File: src/rtl/exception_ctrl.sv
// Exception/interrupt resolver at the MEM/commit boundary: commits to CP0, flushes, then redirects fetch.
// Optional build macro EXC_INT_SYNC_EN adds a 2-flop synchronizer on int_i.
module exception_ctrl #(
  parameter int                      NUM_SRC      = 6,
  parameter int                      NUM_INT      = 6,
  parameter logic [NUM_SRC*5-1:0]    EXC_CODES    = {5'd5, 5'd12, 5'd8, 5'd9, 5'd10, 5'd4},
  parameter logic [NUM_SRC-1:0]      ADDR_SRC_MSK = 6'b100001,
  parameter logic [31:0]             EXC_VECTOR   = 32'hBFC00380,
  parameter int                      FLUSH_CYCLES = 1
) (
  input  logic               clk_i,
  input  logic               rst_i,
  input  logic               inst_valid_i,
  input  logic [31:0]        pc_i,
  input  logic               in_delay_slot_i,
  input  logic [31:0]        badvaddr_i,
  input  logic [NUM_SRC-1:0] exc_vec_i,
  input  logic               eret_i,
  input  logic [NUM_INT-1:0] int_i,
  input  logic [31:0]        cp0_status_i,
  input  logic [31:0]        cp0_cause_i,
  input  logic [31:0]        cp0_epc_i,
  output logic               stall_o,
  output logic               flush_o,
  output logic               exc_commit_o,
  output logic [4:0]         exc_code_o,
  output logic [31:0]        epc_o,
  output logic               bd_o,
  output logic               badvaddr_we_o,
  output logic [31:0]        badvaddr_o,
  output logic               eret_commit_o,
  output logic               redirect_valid_o,
  output logic [31:0]        redirect_pc_o,
  input  logic               redirect_ready_i
);

  typedef enum logic [1:0] {S_IDLE, S_FLUSH, S_REDIRECT} state_t;

  state_t       r_state;
  logic [3:0]   r_flush_cnt;
  logic [31:0]  r_target;
  logic         r_flush, r_exc_commit, r_eret_commit, r_bd, r_badvaddr_we, r_redirect_valid;
  logic [4:0]   r_exc_code;
  logic [31:0]  r_epc, r_badvaddr, r_redirect_pc;

  logic [NUM_INT-1:0] w_int;
  logic [NUM_INT+1:0] w_ip;
  logic               w_int_pend;
  logic               w_exc_any;
  logic [4:0]         w_src_code;
  logic               w_src_addr;
  logic               w_src_fetch;

`ifdef EXC_INT_SYNC_EN
  logic [NUM_INT-1:0] r_int_s1, r_int_s2;

  always_ff @(posedge clk_i) begin
    if (rst_i) begin
      r_int_s1 <= '0;
      r_int_s2 <= '0;
    end else begin
      r_int_s1 <= int_i;
      r_int_s2 <= r_int_s1;
    end
  end

  assign w_int = r_int_s2;
`else
  assign w_int = int_i;
`endif

  // Software IP bits sit below the hardware lines, matching Cause.IP[7:0] against Status.IM.
  assign w_ip       = {w_int, cp0_cause_i[9:8]};
  assign w_int_pend = inst_valid_i && (|(w_ip & cp0_status_i[NUM_INT+9:8]))
                      && !cp0_status_i[1] && cp0_status_i[0];
  assign w_exc_any  = |exc_vec_i;

  // NOTE: every variable gets a default before the loop so no latch is inferred.
  always_comb begin
    w_src_code  = '0;
    w_src_addr  = 1'b0;
    w_src_fetch = 1'b0;
    for (int i = NUM_SRC - 1; i >= 0; i--) begin
      if (exc_vec_i[i]) begin
        w_src_code  = EXC_CODES[5*i +: 5];
        w_src_addr  = ADDR_SRC_MSK[i];
        w_src_fetch = (i == 0);
      end
    end
  end

  // NOTE: state is updated with non-blocking assignments so every branch sees pre-edge values.
  always_ff @(posedge clk_i) begin
    if (rst_i) begin
      r_state          <= S_IDLE;
      r_flush_cnt      <= '0;
      r_target         <= '0;
      r_flush          <= 1'b0;
      r_exc_commit     <= 1'b0;
      r_eret_commit    <= 1'b0;
      r_exc_code       <= '0;
      r_epc            <= '0;
      r_bd             <= 1'b0;
      r_badvaddr_we    <= 1'b0;
      r_badvaddr       <= '0;
      r_redirect_valid <= 1'b0;
      r_redirect_pc    <= '0;
    end else begin
      case (r_state)
        S_IDLE: begin
          if (inst_valid_i && (w_int_pend || w_exc_any)) begin
            r_exc_commit  <= 1'b1;
            r_exc_code    <= w_int_pend ? 5'd0 : w_src_code;
            r_epc         <= in_delay_slot_i ? pc_i - 32'd4 : pc_i;
            r_bd          <= in_delay_slot_i;
            r_badvaddr_we <= !w_int_pend && w_src_addr;
            if (!w_int_pend && w_src_addr)
              r_badvaddr <= w_src_fetch ? pc_i : badvaddr_i;
            r_target      <= EXC_VECTOR;
            r_flush       <= 1'b1;
            r_flush_cnt   <= 4'd1;
            r_state       <= S_FLUSH;
          end else if (inst_valid_i && eret_i) begin
            r_eret_commit <= 1'b1;
            r_target      <= cp0_epc_i;
            r_flush       <= 1'b1;
            r_flush_cnt   <= 4'd1;
            r_state       <= S_FLUSH;
          end
        end
        S_FLUSH: begin
          r_exc_commit  <= 1'b0;
          r_eret_commit <= 1'b0;
          r_badvaddr_we <= 1'b0;
          if (r_flush_cnt == 4'(FLUSH_CYCLES)) begin
            r_flush          <= 1'b0;
            r_flush_cnt      <= '0;
            r_redirect_valid <= 1'b1;
            r_redirect_pc    <= r_target;
            r_state          <= S_REDIRECT;
          end else begin
            r_flush_cnt <= r_flush_cnt + 4'd1;
          end
        end
        S_REDIRECT: begin
          if (redirect_ready_i) begin
            r_redirect_valid <= 1'b0;
            r_state          <= S_IDLE;
          end
        end
        default: r_state <= S_IDLE;
      endcase
    end
  end

  assign stall_o          = (r_state != S_IDLE);
  assign flush_o          = r_flush;
  assign exc_commit_o     = r_exc_commit;
  assign exc_code_o       = r_exc_code;
  assign epc_o            = r_epc;
  assign bd_o             = r_bd;
  assign badvaddr_we_o    = r_badvaddr_we;
  assign badvaddr_o       = r_badvaddr;
  assign eret_commit_o    = r_eret_commit;
  assign redirect_valid_o = r_redirect_valid;
  assign redirect_pc_o    = r_redirect_pc;

endmodule
File: config.mk
export PLATFORM = sky130hd
export DESIGN_NAME = exception_ctrl
export DESIGN_NICKNAME = d
export VERILOG_FILES = /design/src/rtl/exception_ctrl.sv
export SDC_FILE = /design/constraint.sdc
export NUM_CORES = 1
export LEC_CHECK = 0
export BUFFER_PORTS_ARGS = -buffer_cell sky130_fd_sc_hd__buf_2
export CAP_MARGIN = 20
export CORE_ASPECT_RATIO = 1.2
export CORE_MARGIN = 8
export CORE_UTILIZATION = 40
export CTS_CLUSTER_SIZE = 12
export DETAILED_ROUTE_END_ITERATION = 16
export PLACE_DENSITY = 0.83
export SYNTH_ARGS = -nofsm -noshare
export SYNTH_HDL_FRONTEND = slang
export SYNTH_SLANG_ARGS = --single-unit
File: constraint.sdc
create_clock -name clk_i -period 3.12 [get_ports clk_i]
set_input_delay 0.624 -clock clk_i [delete_from_list [all_inputs] [get_ports clk_i]]
set_output_delay 0.624 -clock clk_i [all_outputs]
set_load 0.02 [all_outputs]
==> impl_metrics.json, run 1 <==
{
  "crit-reg2reg-launch": "r_state[1]$_SDFFE_PP0P_",
  "worstMarginPinSlew_ns": 1.08,
  "startpoint_type": "input pin",
  "drv_cap": 0,
  "die_area_sq_um": 19200,
  "avgSynthCellArea_sq_um": 9.09,
  "ctsHoldBuffers": 0,
  "reg2reg_depth": 6,
  "grt_overflow_total": 0,
  "crit_top_cell": "nand2_1",
  "critPathMaxStageDelay_ns": 0.88,
  "crit_chain": "buf_2, nand2_1, nor2_1, nand2_1, a21oi_1, o221a_2",
  "ir_drop_v": 0.000311,
  "hold_viol_final": 0,
  "finalWirelength_um": 17800,
  "hold_ws_ns": 0.418,
  "cts_setup_buffers": 0,
  "finalPower_w": 0.00504,
  "worstSetupPathType": "input pin to register",
  "antenna_found_initial": 2,
  "async_flop_share": 0,
  "start_util": 0.404,
  "grt_pass1_vias": 5655,
  "ys_warn_count": 0,
  "wl_per_cell_um": 16.3,
  "layout.nets": 1056,
  "period_share": 0.737,
  "synth.area.top_cells": "dfxtp_1 (48%), a211oi_1 (7.6%), nand2_1 (5.5%)",
  "via_per_inst": 5.19,
  "synth_fp_nets": 841,
  "synth_area_sq_um": 6000,
  "rows": 49,
  "yosysTopAreaCellShare": 0.480,
  "die_w_um": 128,
  "synth_seq_cells": 144,
  "holdCritPathClass": "input pin to register",
  "preCtsSetupSlack_ns": 0.463,
  "die_y_um": 150,
  "worstHoldPathCells": 2,
  "fillCellCount": 1384,
  "ant_nets": 0,
  "fin_ws_ns": 0.820,
  "core_sq_um": 14800,
  "p_leak_nw": 3.48,
  "gp_congestion": 0.803,
  "drive_gt1_frac": 0.340,
  "drc": 0,
  "via_count": 5652,
  "clk_latency_ns": 0.42,
  "setup_viol": 0,
  "multi_input_comb_area_sq_um": 2900,
  "post-route-min-period_ns": 2.30,
  "min_from": "cp0_epc_i[20]",
  "rsz0062_at_grt": "false",
  "antenna_cells": 0,
  "hpwl_um": 13000,
  "hold_path_end": "r_target[20]$_SDFFE_PP0P_",
  "cts-root-buf": "clkbuf_16",
  "synth.most_common_cell": "dfxtp_1",
  "synth_top_flop_cell": "dfxtp_1",
  "slowest_stage": "a21oi_1",
  "max_slew_margin": 0.277,
  "cts_sinks": 144,
  "outcome": "finished, final reports clean",
  "register_area_sq_um": 2880,
  "cts_max_path_buffers": 2,
  "cts_resized": 0,
  "grt_pass1_wl_um": 28000,
  "syn_inst": 660,
  "cts_max_level": 4,
  "clkTransAtPathRegs_ns": 0.06,
  "final_cell_area_sq_um": 7980,
  "skew_ns": 0.00765,
  "fin_setup_tns_ns": 0,
  "cts_inserted_buffers": 17,
  "drtPass1Iterations": 5,
  "synthTopCellsByCount": "dfxtp_1 (144), nand2_1 (88), nor2_1 (81), a211oi_1 (61), a21oi_1 (52)",
  "r2r-end": "epc_o[19]$_SDFFE_PP0P_",
  "crit_path_max_fanout": 13,
  "reg2reg_slack_ns": 0.97,
  "grt_max_degree": 66,
  "cp_data_arrival_time_ns": 2.65,
  "grt_usage": 0.183,
  "portBuffers": 232,
  "yosysTopAreaCell": "dfxtp_1",
  "worst_setup_path_end_kind": "register",
  "place_area_sq_um": 7350,
  "power_density_nw_per_um2": 631,
  "ys_types": 52,
  "area_delta_synth_final_pct": 33.0,
  "fmax_ghz": 0.435,
  "cp.required_ns": 3.47,
  "seq_area_frac_synth": 0.480,
  "maxSlewViolCount": 0,
  "synth_enable_flop_cells": 0,
  "io_pins": 286,
  "cts_tree": "done",
  "drt_iter0_markers": 321
}
## flip-flops by register name, summed over array words and instances (netlist names)
signal	cells
bd_o	1
r_target	32
badvaddr_we_o	1
flush_o	1
r_flush_cnt	4
redirect_pc_o	32
badvaddr_o	32
exc_commit_o	1
epc_o	32
r_state	2
exc_code_o	4
redirect_valid_o	1
eret_commit_o	1
## how the worst max path moves through the flow
stage,startpoint,cells past startpoint,endpoint,slack [ns]
6_report,inst_valid_i,6,r_target[9]$_SDFFE_PP0P_,0.82
5_1_grt,inst_valid_i,6,r_target[29]$_SDFFE_PP0P_,0.67
4_1_cts,inst_valid_i,6,r_target[29]$_SDFFE_PP0P_,0.90
3_5_place_dp,inst_valid_i,6,r_target[29]$_SDFFE_PP0P_,0.46
3_3_place_gp,inst_valid_i,6,r_target[9]$_SDFFE_PP0P_,0.46
2_1_floorplan,pc_i[26],5,epc_o[31]$_SDFFE_PP0P_,0.88
## kinds of logic after synthesis
| group | count (synthesis) | synth area share |
|---|---|---|
| simple gates | 225 | 0.178 |
| fa+ha+maj | 3 | 0.00626 |
| buf+inv | 58 | 0.0390 |
| flops | 144 | 0.480 |
| other cells | 1 | 0.000625 |
| compound gates | 168 | 0.200 |
| mux | 32 | 0.0534 |
| xor+xnor | 29 | 0.0423 |
## per-stage QoR
step                      instances  utilization
after floorplan                 660            -
after global placement         1060        0.495
after detailed placement       1060        0.495
after CTS                      1089        0.538
after global routing           1089        0.538
final                          1089        0.538
## critical path, delay by kind of cell
kind | cells | cell delay, ns
buf+inv | 1 | 0.11
simple gates | 3 | 0.70
compound gates | 2 | 1.21
## power by group
| group | total [W] | internal, W | switching (W) |
|---|---|---|---|
| clock | 0.00221 | 0.00145 | 0.000757 |
| sequential | 0.00204 | 0.00197 | 0.0000699 |
| combinational | 0.000794 | 0.000296 | 0.000498 |
## per-layer routing
layer | global-route usage | wire, um
met5 | 0 | 18
met4 | 0.0786 | 416
met2 | 0.310 | 8640
met3 | 0.0663 | 1300
met1 | 0.203 | 7380
## cells in the final DEF (no fill, tap or decap), drive strengths merged, types with 2 or more instances in the layout
cell type	n
bufinv	5
inv	10
o221a	12
clkbuf	19
buf	245
o21ai	6
or3	5
or4	4
nor3b	2
nand3	4
clkinv	3
a22oi	4
and2	3
a22o	20
a21oi	52
nor3	14
a31o	2
nand4	5
ha	3
nand2	88
a211oi	62
dfxtp	144
o211ai	2
nor4	10
xnor2	19
xor2	10
mux2i	32
nor2	81
nand2b	3
## cell type report
| cell class | count | share of cell area |
|---|---|---|
| sequential | 144 | 0.361 |
| inverter | 9 | 0.00423 |
| timing repair buffer | 245 | 0.160 |
| clock buffer | 19 | 0.0567 |
| tap | 204 | 0.0320 |
| clock inverter | 10 | 0.0232 |
| multi-input combinational | 458 | 0.363 |
(Power assumes the default switching activity.)
==> run 2: changes to the inputs <==
==> constraint.sdc (replaced) <==
create_clock -name clk_i -period 2.3 [get_ports clk_i]
set_input_delay 0.46 -clock clk_i [delete_from_list [all_inputs] [get_ports clk_i]]
set_output_delay 0.46 -clock clk_i [all_outputs]
set_load 0.02 [all_outputs]
==> impl_metrics.json, run 2 (synthesized netlist as in run 1, its figures left out) <==
{
  "antenna_cells": 0,
  "p_seq_frac": 0.426,
  "layout.nets": 1073,
  "post-route-min-period_ns": 1.96,
  "holdCritPathClass": "input pin to register",
  "fmax_ghz": 0.509,
  "via_per_inst": 5.12,
  "critPathMaxStageDelay_ns": 0.45,
  "ctsHoldBuffers": 0,
  "finalWirelength_um": 18200,
  "power_density_nw_per_um2": 804,
  "grt_usage": 0.190,
  "rows": 49,
  "antenna_found_initial": 1,
  "rsz0062_at_grt": "false",
  "cp.required_ns": 2.60,
  "cts_sinks": 144,
  "worst_setup_path_end_kind": "register",
  "cp_data_arrival_time_ns": 2.27,
  "finalNonFillerCells": 1109,
  "top_layer": "met5",
  "preCtsSetupSlack_ns": -0.0287,
  "met3_wirelength_um": 1620,
  "register_area_sq_um": 2880,
  "grt_pass1_wl_um": 28900,
  "drive_gt1_frac": 0.355,
  "setup_viol": 0,
  "startpoint_type": "register",
  "die_area_sq_um": 19200,
  "die_w_um": 128,
  "fin_ws_ns": 0.336,
  "multi_input_comb_area_sq_um": 2900,
  "clk_latency_ns": 0.41,
  "p_leak_nw": 3.55,
  "portBuffers": 232,
  "area_delta_synth_final_pct": 34.8,
  "io_pins": 286,
  "worstSetupPathType": "register to register",
  "place_area_sq_um": 7520,
  "clkTransAtPathRegs_ns": 0.06,
  "grt_max_degree": 66,
  "dr_wl_met2_um": 9130,
  "cts_setup_buffers": 0,
  "outcome": "finished, final reports clean",
  "hold_viol_final": 0,
  "crit_chain": "or3b_1, a211oi_4, buf_12, nor2_1, a211oi_1",
  "final_cell_area_sq_um": 8090,
  "cts_inserted_buffers": 17,
  "cts_max_path_buffers": 2,
  "worstMarginPinSlew_ns": 0.620,
  "power_frac_comb": 0.173,
  "finalPower_w": 0.00650,
  "core_sq_um": 14800,
  "drv_cap": 0,
  "grt_overflow_total": 0,
  "layout_commonest_cell": "buf_2",
  "fillCellCount": 1385,
  "cell_internal_pwr_w": 0.00466,
  "hpwl_um": 13600,
  "crit_path_max_fanout": 48,
  "ir_drop_v": 0.000468,
  "start_util": 0.404,
  "wl_per_cell_um": 16.4,
  "drt-met1-wl_um": 7070,
  "die_y_um": 150,
  "final_cell_mix": "buf_2 (231), dfxtp_1 (144), nand2_1 (88)",
  "drtPass1Iterations": 4,
  "drt_iter0_markers": 251,
  "cts_tree": "done",
  "slowest_stage": "or3b_1",
  "skew_ns": 0.00693,
  "p_switching_w": 0.00185,
  "cts_resized": 0,
  "switching_share": 0.284,
  "ant_nets": 0,
  "grt_pass1_vias": 5833,
  "clkPwrFrac": 0.401,
  "cts_max_level": 4,
  "cts-root-buf": "clkbuf_16",
  "maxSlewViolCount": 0,
  "gp_congestion": 0.815,
  "drc": 0,
  "via_count": 5677,
  "dp_cells": 1076,
  "period_share": 0.854,
  "max_slew_margin": 0.587
}
-- run 2: cell count changes in the layout (fill, tap and decap cells not counted), sizes merged --
cell | before | now
buf | 245 | 262
clkinv | 3 | 9
inv | 10 | 11
bufinv | 5 | 1
-- run 2: cell type report --
| cell class | instances | share of cell area |
|---|---|---|
| inverters | 9 | 0.00418 |
| repair buffers | 262 | 0.179 |
| clock buffers | 19 | 0.0560 |
| clock inverters | 13 | 0.0138 |
| well taps | 204 | 0.0316 |
| multi-input cells | 458 | 0.359 |
| flip-flops and latches | 144 | 0.356 |
-- run 2: layer usage --
metal / vias up / GRT usage
met4: 2 / 0.0780
met2: 199 / 0.340
met5: - / 0
met3: 25 / 0.0765
li1: 2817 / -
met1: 2634 / 0.193
-- run 2: power by group through the flow --
stage          registers (W)  clock network, W  logic, W
2_1_floorplan        0.00298                 0  0.000497
3_3_place_gp         0.00281                 0   0.00111
3_5_place_dp         0.00282                 0   0.00113
4_1_cts              0.00277           0.00266   0.00114
5_1_grt              0.00279           0.00278   0.00123
6_report             0.00277           0.00261   0.00113
-- run 2: path summary, 6_finish.rpt --
path / endpoint / cells after the start / startpoint / slack, ns
worst min register to register: exc_code_o[2]$_SDFFE_PP0P_ / 2 / exc_code_o[2]$_SDFFE_PP0P_ / 0.45
worst max register to register: badvaddr_o[13]$_SDFFE_PP0P_ / 5 / r_state[0]$_SDFFE_PP0P_ / 0.34
worst max-delay path: badvaddr_o[13]$_SDFFE_PP0P_ / 5 / r_state[0]$_SDFFE_PP0P_ / 0.34
worst min-delay path: r_target[14]$_SDFFE_PP0P_ / 2 / cp0_epc_i[14] / 0.25
-- run 2: through the flow --
stage                     setup TNS, ns   util  hold slack, ns
after detailed placement        -0.0652  0.507           0.443
after global routing                  0  0.545           0.241
after global placement                0  0.507           0.437
after CTS                             0  0.545           0.232
final                                 0  0.545           0.254
after floorplan                       0      -           0.432
-- run 2: critical path, delay by kind of cell (launching register included) --
family | cells | cell delay (ns)
AOI/OAI and AO/OA | 2 | 0.65
and+or+nand+nor | 2 | 0.53
DFF | 1 | 0.39
buffers and inverters | 1 | 0.26
